`src/rtl/pause_aggregator_pkg.sv`:
```
// -----------------------------------------------------------------------------
// pause_aggregator_pkg
//   Shared definitions for the pause aggregator:
//     - req_state_e   : request FSM states (IDLE, XOFF_REQ, HOLD, XON_REQ)
//     - XON_QUANTA    : quanta value carried by an XON (resume) request
//     - refresh_cnt_w : width of the XOFF refresh down-counter
// -----------------------------------------------------------------------------
package pause_aggregator_pkg;

    // Request FSM states.
    typedef enum logic [1:0] {
        ST_IDLE     = 2'd0,
        ST_XOFF_REQ = 2'd1,
        ST_HOLD     = 2'd2,
        ST_XON_REQ  = 2'd3
    } req_state_e;

    // A pause frame with zero quanta tells the link partner to resume.
    localparam int XON_QUANTA = 32'sd0;

    // Width of the refresh counter. The counter holds REFRESH_CYCLES-1 at
    // most, so $clog2(REFRESH_CYCLES) bits suffice; never narrower than 1 bit.
    function automatic int refresh_cnt_w(input int cycles);
        int w;
        if (cycles < 32'sd2) begin
            w = 32'sd1;
        end else begin
            w = $clog2(cycles);
        end
        return w;
    endfunction

endpackage : pause_aggregator_pkg

```
`src/rtl/pause_aggregator_src_latch.sv`:
```
// -----------------------------------------------------------------------------
// pause_src_latch
//   State for one pause source: edge detectors on the pause / unpause request
//   lines, a set/clear latch driven by their rising edges, and a registered
//   copy of the level pause input.
//
// Ports
//   clk_in      : clock
//   rst_in      : synchronous active-high reset
//   pause_in    : pause request; a rising edge sets the latch
//   unpause_in  : unpause request; a rising edge clears the latch
//   level_in    : level pause, registered every cycle
//   active_out  : latch OR registered level (mask is applied by the parent)
// -----------------------------------------------------------------------------
module pause_src_latch (
    input  logic clk_in,
    input  logic rst_in,
    input  logic pause_in,
    input  logic unpause_in,
    input  logic level_in,
    output logic active_out
);

    logic pause_q;
    logic unpause_q;
    logic latch_q;
    logic latch_d;
    logic level_q;
    logic set_s;
    logic clr_s;

    // Rising-edge detection and latch next-state; simultaneous set and
    // clear cancel each other so the latch keeps its value.
    always_comb begin
        set_s   = pause_in & ~pause_q;
        clr_s   = unpause_in & ~unpause_q;
        latch_d = latch_q;
        if (set_s && !clr_s) begin
            latch_d = 1'b1;
        end else if (clr_s && !set_s) begin
            latch_d = 1'b0;
        end else begin
            latch_d = latch_q;
        end
    end

    // Edge history, latch and level registers.
    always_ff @(posedge clk_in) begin
        if (rst_in) begin
            pause_q   <= 1'b0;
            unpause_q <= 1'b0;
            latch_q   <= 1'b0;
            level_q   <= 1'b0;
        end else begin
            pause_q   <= pause_in;
            unpause_q <= unpause_in;
            latch_q   <= latch_d;
            level_q   <= level_in;
        end
    end

    assign active_out = latch_q | level_q;

endmodule : pause_src_latch

```
`src/rtl/pause_aggregator.sv`:
```
// -----------------------------------------------------------------------------
// pause_aggregator
//   Merges NUM_SRC pause sources into one aggregate pause state and turns
//   changes of that state into XOFF / XON requests towards the pause-frame
//   injector over a valid/ready handshake.
//
// Build option
//   PAUSE_AGG_REFRESH_EN : when defined, XOFF is re-issued every
//                          REFRESH_CYCLES cycles while pause persists. When
//                          undefined no refresh counter exists and one XOFF
//                          is sent per pause episode.
//
// Ports
//   clk_in            : clock
//   rst_in            : synchronous active-high reset
//   pause_in          : per-source pause request (rising edge sets latch)
//   unpause_in        : per-source unpause request (rising edge clears latch)
//   pause_unpause_in  : per-source level pause (registered)
//   src_mask_in       : per-source mask, 1 = excluded from the aggregate
//   quanta_in         : quanta captured for each XOFF request
//   pause_active_out  : per-source state, before masking
//   inject_pause_out  : aggregate pause (OR of unmasked sources)
//   req_valid_out     : request valid
//   req_ready_in      : injector accepts request
//   req_quanta_out    : quanta of pending request, 0 means XON
// -----------------------------------------------------------------------------
module pause_aggregator
    import pause_aggregator_pkg::*;
#(
    parameter int NUM_SRC        = 4,
    parameter int QUANTA_W       = 16,
    parameter int REFRESH_CYCLES = 1024
) (
    input  logic                clk_in,
    input  logic                rst_in,
    input  logic [NUM_SRC-1:0]  pause_in,
    input  logic [NUM_SRC-1:0]  unpause_in,
    input  logic [NUM_SRC-1:0]  pause_unpause_in,
    input  logic [NUM_SRC-1:0]  src_mask_in,
    input  logic [QUANTA_W-1:0] quanta_in,
    output logic [NUM_SRC-1:0]  pause_active_out,
    output logic                inject_pause_out,
    output logic                req_valid_out,
    input  logic                req_ready_in,
    output logic [QUANTA_W-1:0] req_quanta_out
);

    localparam logic [QUANTA_W-1:0] XON_Q = QUANTA_W'(XON_QUANTA);

    req_state_e          state_q;
    req_state_e          state_d;
    logic [QUANTA_W-1:0] quanta_q;
    logic [QUANTA_W-1:0] quanta_d;
    logic                accept_s;

    // ------------------------------------------------------------------
    // Per-source state
    // ------------------------------------------------------------------
    for (genvar gi = 0; gi < NUM_SRC; gi++) begin : g_src
        pause_src_latch u_src (
            .clk_in     (clk_in),
            .rst_in     (rst_in),
            .pause_in   (pause_in[gi]),
            .unpause_in (unpause_in[gi]),
            .level_in   (pause_unpause_in[gi]),
            .active_out (pause_active_out[gi])
        );
    end

    // The mask acts combinationally so masking takes effect in the same cycle.
    assign inject_pause_out = |(pause_active_out & ~src_mask_in);

    assign accept_s = req_valid_out & req_ready_in;

`ifdef PAUSE_AGG_REFRESH_EN
    localparam int                CNT_W    = refresh_cnt_w(REFRESH_CYCLES);
    localparam logic [CNT_W-1:0]  CNT_LOAD = CNT_W'(REFRESH_CYCLES - 1);
    localparam logic [CNT_W-1:0]  CNT_ZERO = {CNT_W{1'b0}};

    logic [CNT_W-1:0] cnt_q;
    logic [CNT_W-1:0] cnt_d;
`endif

    // Request FSM next-state and outputs. A request is held unchanged until
    // accepted; aggregate changes seen meanwhile are handled afterwards.
    always_comb begin
        state_d        = state_q;
        quanta_d       = quanta_q;
        req_valid_out  = 1'b0;
        req_quanta_out = XON_Q;
`ifdef PAUSE_AGG_REFRESH_EN
        cnt_d          = cnt_q;
`endif
        case (state_q)
            ST_IDLE: begin
                if (inject_pause_out) begin
                    state_d  = ST_XOFF_REQ;
                    quanta_d = quanta_in;
                end else begin
                    state_d  = ST_IDLE;
                end
            end
            ST_XOFF_REQ: begin
                req_valid_out  = 1'b1;
                req_quanta_out = quanta_q;
                if (accept_s) begin
                    if (inject_pause_out) begin
                        state_d = ST_HOLD;
`ifdef PAUSE_AGG_REFRESH_EN
                        cnt_d   = CNT_LOAD;
`endif
                    end else begin
                        state_d = ST_XON_REQ;
                    end
                end else begin
                    state_d = ST_XOFF_REQ;
                end
            end
            ST_HOLD: begin
                if (!inject_pause_out) begin
                    state_d = ST_XON_REQ;
                end else begin
`ifdef PAUSE_AGG_REFRESH_EN
                    // Counter saturates at zero; zero triggers a refresh XOFF.
                    if (cnt_q == CNT_ZERO) begin
                        state_d  = ST_XOFF_REQ;
                        quanta_d = quanta_in;
                    end else begin
                        cnt_d    = cnt_q - {{(CNT_W-1){1'b0}}, 1'b1};
                    end
`else
                    state_d = ST_HOLD;
`endif
                end
            end
            ST_XON_REQ: begin
                req_valid_out  = 1'b1;
                req_quanta_out = XON_Q;
                if (accept_s) begin
                    if (inject_pause_out) begin
                        state_d  = ST_XOFF_REQ;
                        quanta_d = quanta_in;
                    end else begin
                        state_d  = ST_IDLE;
                    end
                end else begin
                    state_d = ST_XON_REQ;
                end
            end
            default: begin
                state_d = ST_IDLE;
            end
        endcase
    end

    // FSM state and captured quanta registers.
    always_ff @(posedge clk_in) begin
        if (rst_in) begin
            state_q  <= ST_IDLE;
            quanta_q <= {QUANTA_W{1'b0}};
        end else begin
            state_q  <= state_d;
            quanta_q <= quanta_d;
        end
    end

`ifdef PAUSE_AGG_REFRESH_EN
    // Refresh counter register.
    always_ff @(posedge clk_in) begin
        if (rst_in) begin
            cnt_q <= CNT_ZERO;
        end else begin
            cnt_q <= cnt_d;
        end
    end
`endif

endmodule : pause_aggregator

```
`config.mk`:
```
export PLATFORM = sky130hd
export DESIGN_NAME = pause_aggregator
export DESIGN_NICKNAME = d
export VERILOG_FILES = /design/src/rtl/pause_aggregator_pkg.sv /design/src/rtl/pause_aggregator_src_latch.sv /design/src/rtl/pause_aggregator.sv
export SDC_FILE = /design/constraint.sdc
export NUM_CORES = 1
export LEC_CHECK = 0
export BUFFER_PORTS_ARGS = -buffer_cell sky130_fd_sc_hd__buf_2
export CORE_MARGIN = 1.5
export CORE_UTILIZATION = 44
export CTS_CLUSTER_DIAMETER = 200
export DETAILED_ROUTE_END_ITERATION = 7
export GPL_TIMING_DRIVEN = 0
export PLACE_DENSITY = 0.7
export SLEW_MARGIN = 20
export SYNTH_ARGS = -nofsm -noshare
export SYNTH_HDL_FRONTEND = slang
export SYNTH_SLANG_ARGS = --single-unit
```
`constraint.sdc`:
```
create_clock -name clk_in -period 1.2 [get_ports clk_in]
set_input_delay 0.18 -clock clk_in [delete_from_list [all_inputs] [get_ports clk_in]]
set_output_delay 0.18 -clock clk_in [all_outputs]
set_load 0.03 [all_outputs]
```
==> results of run 1 <==
registers in the layout, summed over array words and instances, names as in the netlist:
name,count
state_q,2
g_src.u_src.latch_q,4
g_src.u_src.pause_q,4
g_src.u_src.level_q,4
quanta_q,16
g_src.u_src.unpause_q,4
power by group through the flow:
stage | Clock (µW) | Sequential, µW | Combinational (µW)
2_1_floorplan | 0 | 1320 | 735
3_3_place_gp | 0 | 1330 | 956
3_5_place_dp | 0 | 1330 | 959
4_1_cts | 882 | 1310 | 1280
5_1_grt | 941 | 1320 | 1430
6_report | 867 | 1310 | 1330
worst paths after layout:
check / cells past startpoint / end / slack [ps]
worst min register to register: 2 / g_src[2].u_src.latch_q / 530
worst max-delay path: 4 / req_quanta_out[13] / -230
worst max register to register: 7 / quanta_q[6] / -200
worst min-delay path: 2 / g_src[1].u_src.pause_q / 110
routing by layer:
metal,vias to the layer above,share of wire (%),track usage [%]
met1,637,43,24.0
met4,0,2.4,9.84
met2,47,50,33.1
met3,9,4.9,4.23
met5,-,0,0
li1,702,-,-
area by class of cell:
type	count	area share (%)
inverter	1	0.153
clock buffer	7	3.53
multi-input combinational	117	38.3
tap	48	2.45
timing repair buffer	68	22.7
sequential	34	28.4
clock inverter	1	0.204
buffer	12	4.24
stage by stage:
stage               hold WS [ps]  instance area (µm²)  std cells
finish                       109                 2450        288
global route                 113                 2450        288
CTS                          105                 2410        287
detailed placement           403                 2000        271
global placement             397                 2000        271
floorplan                    308                 1670        168
worst max-delay path, cell delays in order (launching register included):
cell	delay, ps
dfxtp_2	320
nor2b_4	200
buf_6	150
and2_1	150
buf_6	130
cell families after synthesis:
| family | count (synthesis) | share of synthesized area [%] |
|---|---|---|
| xor gates and xnor gates | 1 | 0.530 |
| DFF | 34 | 41.2 |
| and+or+nand+nor | 69 | 24.0 |
| buffers and inverters | 17 | 7.27 |
| muxes | 5 | 3.03 |
| AOI/OAI and AO/OA | 38 | 21.0 |
| adders and majority gates | 4 | 3.03 |
timing repair:
item,CTS,global route
gates resized for setup,80,10
setup endpoints to repair,38,38
cloned,3,0
pin swaps,19,7
buffers inserted,9,1
layout by cell type (no fill, tap or decap), types with 5 or more instances in the layout:
master    instances
buf_4             7
buf_6            31
and2_4           12
clkbuf_8          8
clkbuf_1          5
a21oi_2           6
dfxtp_1          24
buf_2            33
a21bo_1          14
a21oi_1          10
nor2_1            7
nor2b_1          17
nand3_1          13
dfxtp_2           9
mux2i_1           5
==> metrics, run 1 <==
worst skew pair latency 290 ps; VDD IR max 0.756 mV; vias in the first global route 1358; Final WS setup -233 ps; FFs w/ async S/R, synth 0%; Max-Cap Viols 0; WL per Instance 13.2 µm; Reg clk slew, reported paths 60 ps; Avg Cell Area, Syn 9.84 µm²; post-synth net total 207; Max FO, Critical Path 8; diode count 0; Clk network pwr share 24.7%; Final min period 1430 ps; Worst slew margin 61.6%; Final Max Tran Viols 0; sequential fraction of the synthesis area 41.2%; GRT overflow 0; RR Startpoint state_q[0]; Worst Max-Slew Pin Slew 576 ps; Fillers 315; Port Buf Inserts 55; Site Rows 22; cts bufs inserted 5; leading area contributor after synthesis dfxtp_1; Post-route DRC 0; Critical Path Source Type flop; setup TNS -6790 ps; H-tree levels 2; most frequent cell after synthesis dfxtp_1; kind of critical path reg -> out; CTS Buffer Depth 2; worst endpoint required time 1020 ps; first-pass GRT wire length 6240 µm; share of post-route cells with drive strength above 1 52.9%; Hold Startpoint pause_in[1]; DRT Wirelength 3810 µm; unrepaired setup endpoints after global routing yes; CTS tree built; P_int 2410 µW; dominant cells by area after synthesis dfxtp_1 (41%), a21bo_1 (8.5%), nor2b_1 (6.4%); RePlAce Congestion 0.726; area share of the largest cell type after synthesis 41.2%; clock sink total 34; failing checks negative setup slack; Final Core Density 67.4%; crit path capture type output port; Pleak 0.00109 µW; initial antenna violation count 0; clock root cell clkbuf_8; Die X 64.3 µm; power share of the sequential group 37.4%; final critical-path share of the clock period 119%; post-synthesis register bit count 34; ys flop type dfxtp_1; DIE AREA 4130 µm²; via count 1395; synthesized cell area 1650 µm²; cells after synthesis 168; Clock Skews 5.74 ps; Post-synth top cells dfxtp_1 (34), nand3_1 (17), nor2b_1 (17); Syn. warnings 0; core area 3630 µm²; initial DRC count 28; achievable frequency 698 MHz; number of flops mapped to enable cells by yosys 0; Psw 1100 µW; Comb power frac 37.9%; status finished, violations left; Fin. Hold Viols 0; Hold Crit Class in -> reg; I/O Pins 57; post-synth cell types 27; post-placement setup slack -332 ps; antenna-violating nets left 0; DP HPWL 2430 µm; CTS Hold Bufs 0; Worst setup startpoint state_q[0]; GRT Util Overall 19.8%; multi-input logic area 937 µm²; Layout Area Growth over Synthesis 48.1%; Pwr Total 3510 µW; pwr/cell area 1430 nW/µm²; Starting Density 45.5%; register area 696 µm²; Total Nets Final 278; largest net degree at the start of global routing 11; # setup viols final 34; chip height 64.3 µm; routed vias/inst 4.84; arrival time at the worst endpoint 1250 ps; drt first pass iters 4; Net Sw Frac 31.4%
(Power assumes the default switching activity.)
==> run 2: changes to the inputs <==
--- a/constraint.sdc
+++ b/constraint.sdc
@@ -3,2 +3,2 @@
 set_output_delay 0.18 -clock clk_in [all_outputs]
-set_load 0.03 [all_outputs]
+set_load 0.005 [all_outputs]
==> metrics, run 2 (synthesized netlist as in run 1, its figures left out) <==
Worst Hold Depth 2 (unchanged); DIE AREA 4130 µm² (unchanged); Worst slew margin 61.1% (was 61.6%); Clock Skews 4.82 ps (was 5.74 ps); # setup viols final 34 (unchanged); Starting Density 45.5% (unchanged); initial DRC count 25 (was 28); reg2reg path depth 7 (unchanged); clock sink total 34 (unchanged); Net Sw Frac 29.7% (was 31.4%); initial antenna violation count 0 (unchanged); CTS Buffer Depth 2 (unchanged); Crit path largest cell delay 340 ps (was 320 ps); core area 3630 µm² (unchanged); kind of critical path reg -> reg (was reg -> out); Hold Crit Class in -> reg (unchanged); antenna-violating nets left 0 (unchanged); Layout Cells excl Fill 292 (was 288); Layout Area Growth over Synthesis 51.1% (was 48.1%); I/O Pins 57 (unchanged); Comb power frac 39.8% (was 37.9%); crit path max-delay cell type dfxtp_2 (unchanged); H-tree levels 2 (unchanged); cts bufs inserted 5 (unchanged); Psw 1060 µW (was 1100 µW); number of flip-flops in the largest register 16 (unchanged); placed cells 271 (unchanged); GRT Util Overall 21.2% (was 19.8%); vias in the first global route 1463 (was 1358); first-pass GRT wire length 6710 µm (was 6240 µm); setup TNS -5560 ps (was -6790 ps); worst endpoint required time 1420 ps (was 1020 ps); worst skew pair latency 290 ps (about the same); Post-route DRC 0 (unchanged); post-placement setup slack -243 ps (was -332 ps); chip height 64.3 µm (unchanged); Reg clk slew, reported paths 70 ps (was 60 ps); GRT overflow 0 (unchanged); Total Nets Final 284 (was 278); Critical Path Source Type flop (unchanged); drt first pass iters 4 (unchanged); diode count 0 (unchanged); most common cell after layout, fill and taps aside buf_2 (unchanged); Clk network pwr share 23.2% (was 24.7%); arrival time at the worst endpoint 1620 ps (was 1250 ps); Pwr Total 3560 µW (was 3510 µW); Max-Cap Viols 0 (unchanged); share of post-route cells with drive strength above 1 55.3% (was 52.9%); Site Rows 22 (unchanged); Top reg by flops quanta_q (unchanged); via count 1423 (was 1395); RePlAce Congestion 0.745 (was 0.726); status finished, violations left (unchanged); final critical-path share of the clock period 117% (was 119%); VDD IR max 0.714 mV (was 0.756 mV); failing checks negative setup slack (unchanged); unrepaired setup endpoints after global routing yes (unchanged); commonest non-fill, non-tap cells in the layout buf_2 (45), dfxtp_1 (24), buf_6 (22), nor2b_1 (17), a21bo_1 (14) (was buf_2 (33), buf_6 (31), dfxtp_1 (24), nor2b_1 (17), a21bo_1 (14)); routed vias/inst 4.87 (was 4.84); Fin. Hold Viols 0 (unchanged); Worst Max-Slew Pin Slew 584 ps (was 576 ps); WL per Instance 14.0 µm (was 13.2 µm); Final min period 1400 ps (was 1430 ps); Final WS setup -202 ps (was -233 ps); CTS tree built (unchanged); DP HPWL 2370 µm (was 2430 µm); achievable frequency 713 MHz (was 698 MHz); DRT Wirelength 4100 µm (was 3810 µm); clock root cell clkbuf_8 (unchanged); crit path capture type flop (was output port); critical path, cell by cell nor2b_4 -> buf_6 -> a21oi_4 -> buf_6 -> buf_6 -> a21bo_1 -> a21oi_2 (was nor2b_4 -> buf_6 -> and2_1 -> buf_6); P_int 2510 µW (was 2410 µW); power share of the sequential group 37.0% (was 37.4%); Max FO, Critical Path 8 (unchanged); most frequent CP cell buf_6 (unchanged); pwr/cell area 1430 nW/µm² (about the same); Port Buf Inserts 55 (unchanged); Final Max Tran Viols 0 (unchanged); largest net degree at the start of global routing 11 (unchanged); Die X 64.3 µm (unchanged); Pleak 0.00112 µW (was 0.00109 µW)
==> run 2: changes by cell type in the layout (fill, tap and decap cells not counted), moves of 2 or more <==
cell     delta
a21oi_1     -2
a21oi_2     +2
and2_1      +6
and2_4      -6
buf_16      +3
buf_2      +12
buf_6       -9
buf_8       +2
nand3_1     -8
nand3_2     +8
==> run 2: repair_timing <==
item,in CTS,in global routing
gates resized for setup,59,8
hold buffers,0,0
gates cloned,5,0
pin swaps,26,20
setup endpoints to repair,38,34
setup buffers,11,3
==> run 2: worst paths after layout <==
kind / from / end / slack (ps)
worst min-delay path: pause_unpause_in[1] / g_src[1].u_src.level_q / 110
worst max register to register: state_q[0] / quanta_q[3] / -200
worst min register to register: g_src[2].u_src.latch_q / g_src[2].u_src.latch_q / 530
worst max-delay path: state_q[0] / quanta_q[3] / -200
==> run 2: stage by stage <==
step | utilization [%] | hold WS (ps) | area (µm²)
CTS | 67.1 | 114 | 2440
global placement | 54.8 | 402 | 1990
finish | 68.7 | 110 | 2500
detailed placement | 54.8 | 406 | 1990
global route | 68.7 | 111 | 2500
floorplan | - | 308 | 1650
==> run 2: power groups by stage <==
stage / Sequential (µW) / Combinational, µW / Clock (µW)
floorplan: 1320 / 617 / 0
global placement: 1330 / 838 / 0
detailed placement: 1330 / 844 / 0
CTS: 1310 / 1350 / 839
global route: 1330 / 1520 / 891
finish: 1320 / 1420 / 829
==> run 2: cell type report <==
class                   instances  area (µm²)
flip-flops and latches         34         696
repair buffers                 74         574
multi-input cells             117         970
well taps                      48        60.1
clock buffers                   6        82.6
plain buffers                  12         111
fillers                       298        1140
inverters                       1        3.75
==> run 2: worst max-delay path: cells and delay by family (launching register included) <==
| family | cells | cell delay, ps |
|---|---|---|
| buffers and inverters | 3 | 430 |
| AOI/OAI and AO/OA | 3 | 380 |
| and+or+nand+nor | 1 | 180 |
| DFF | 1 | 340 |
==> run 2: routing by layer <==
metal  global-route usage, %  wire (µm)
met1                    25.6       1860
met2                    36.6       1970
met3                    5.99        198
met4                    5.85         73
met5                       0          0
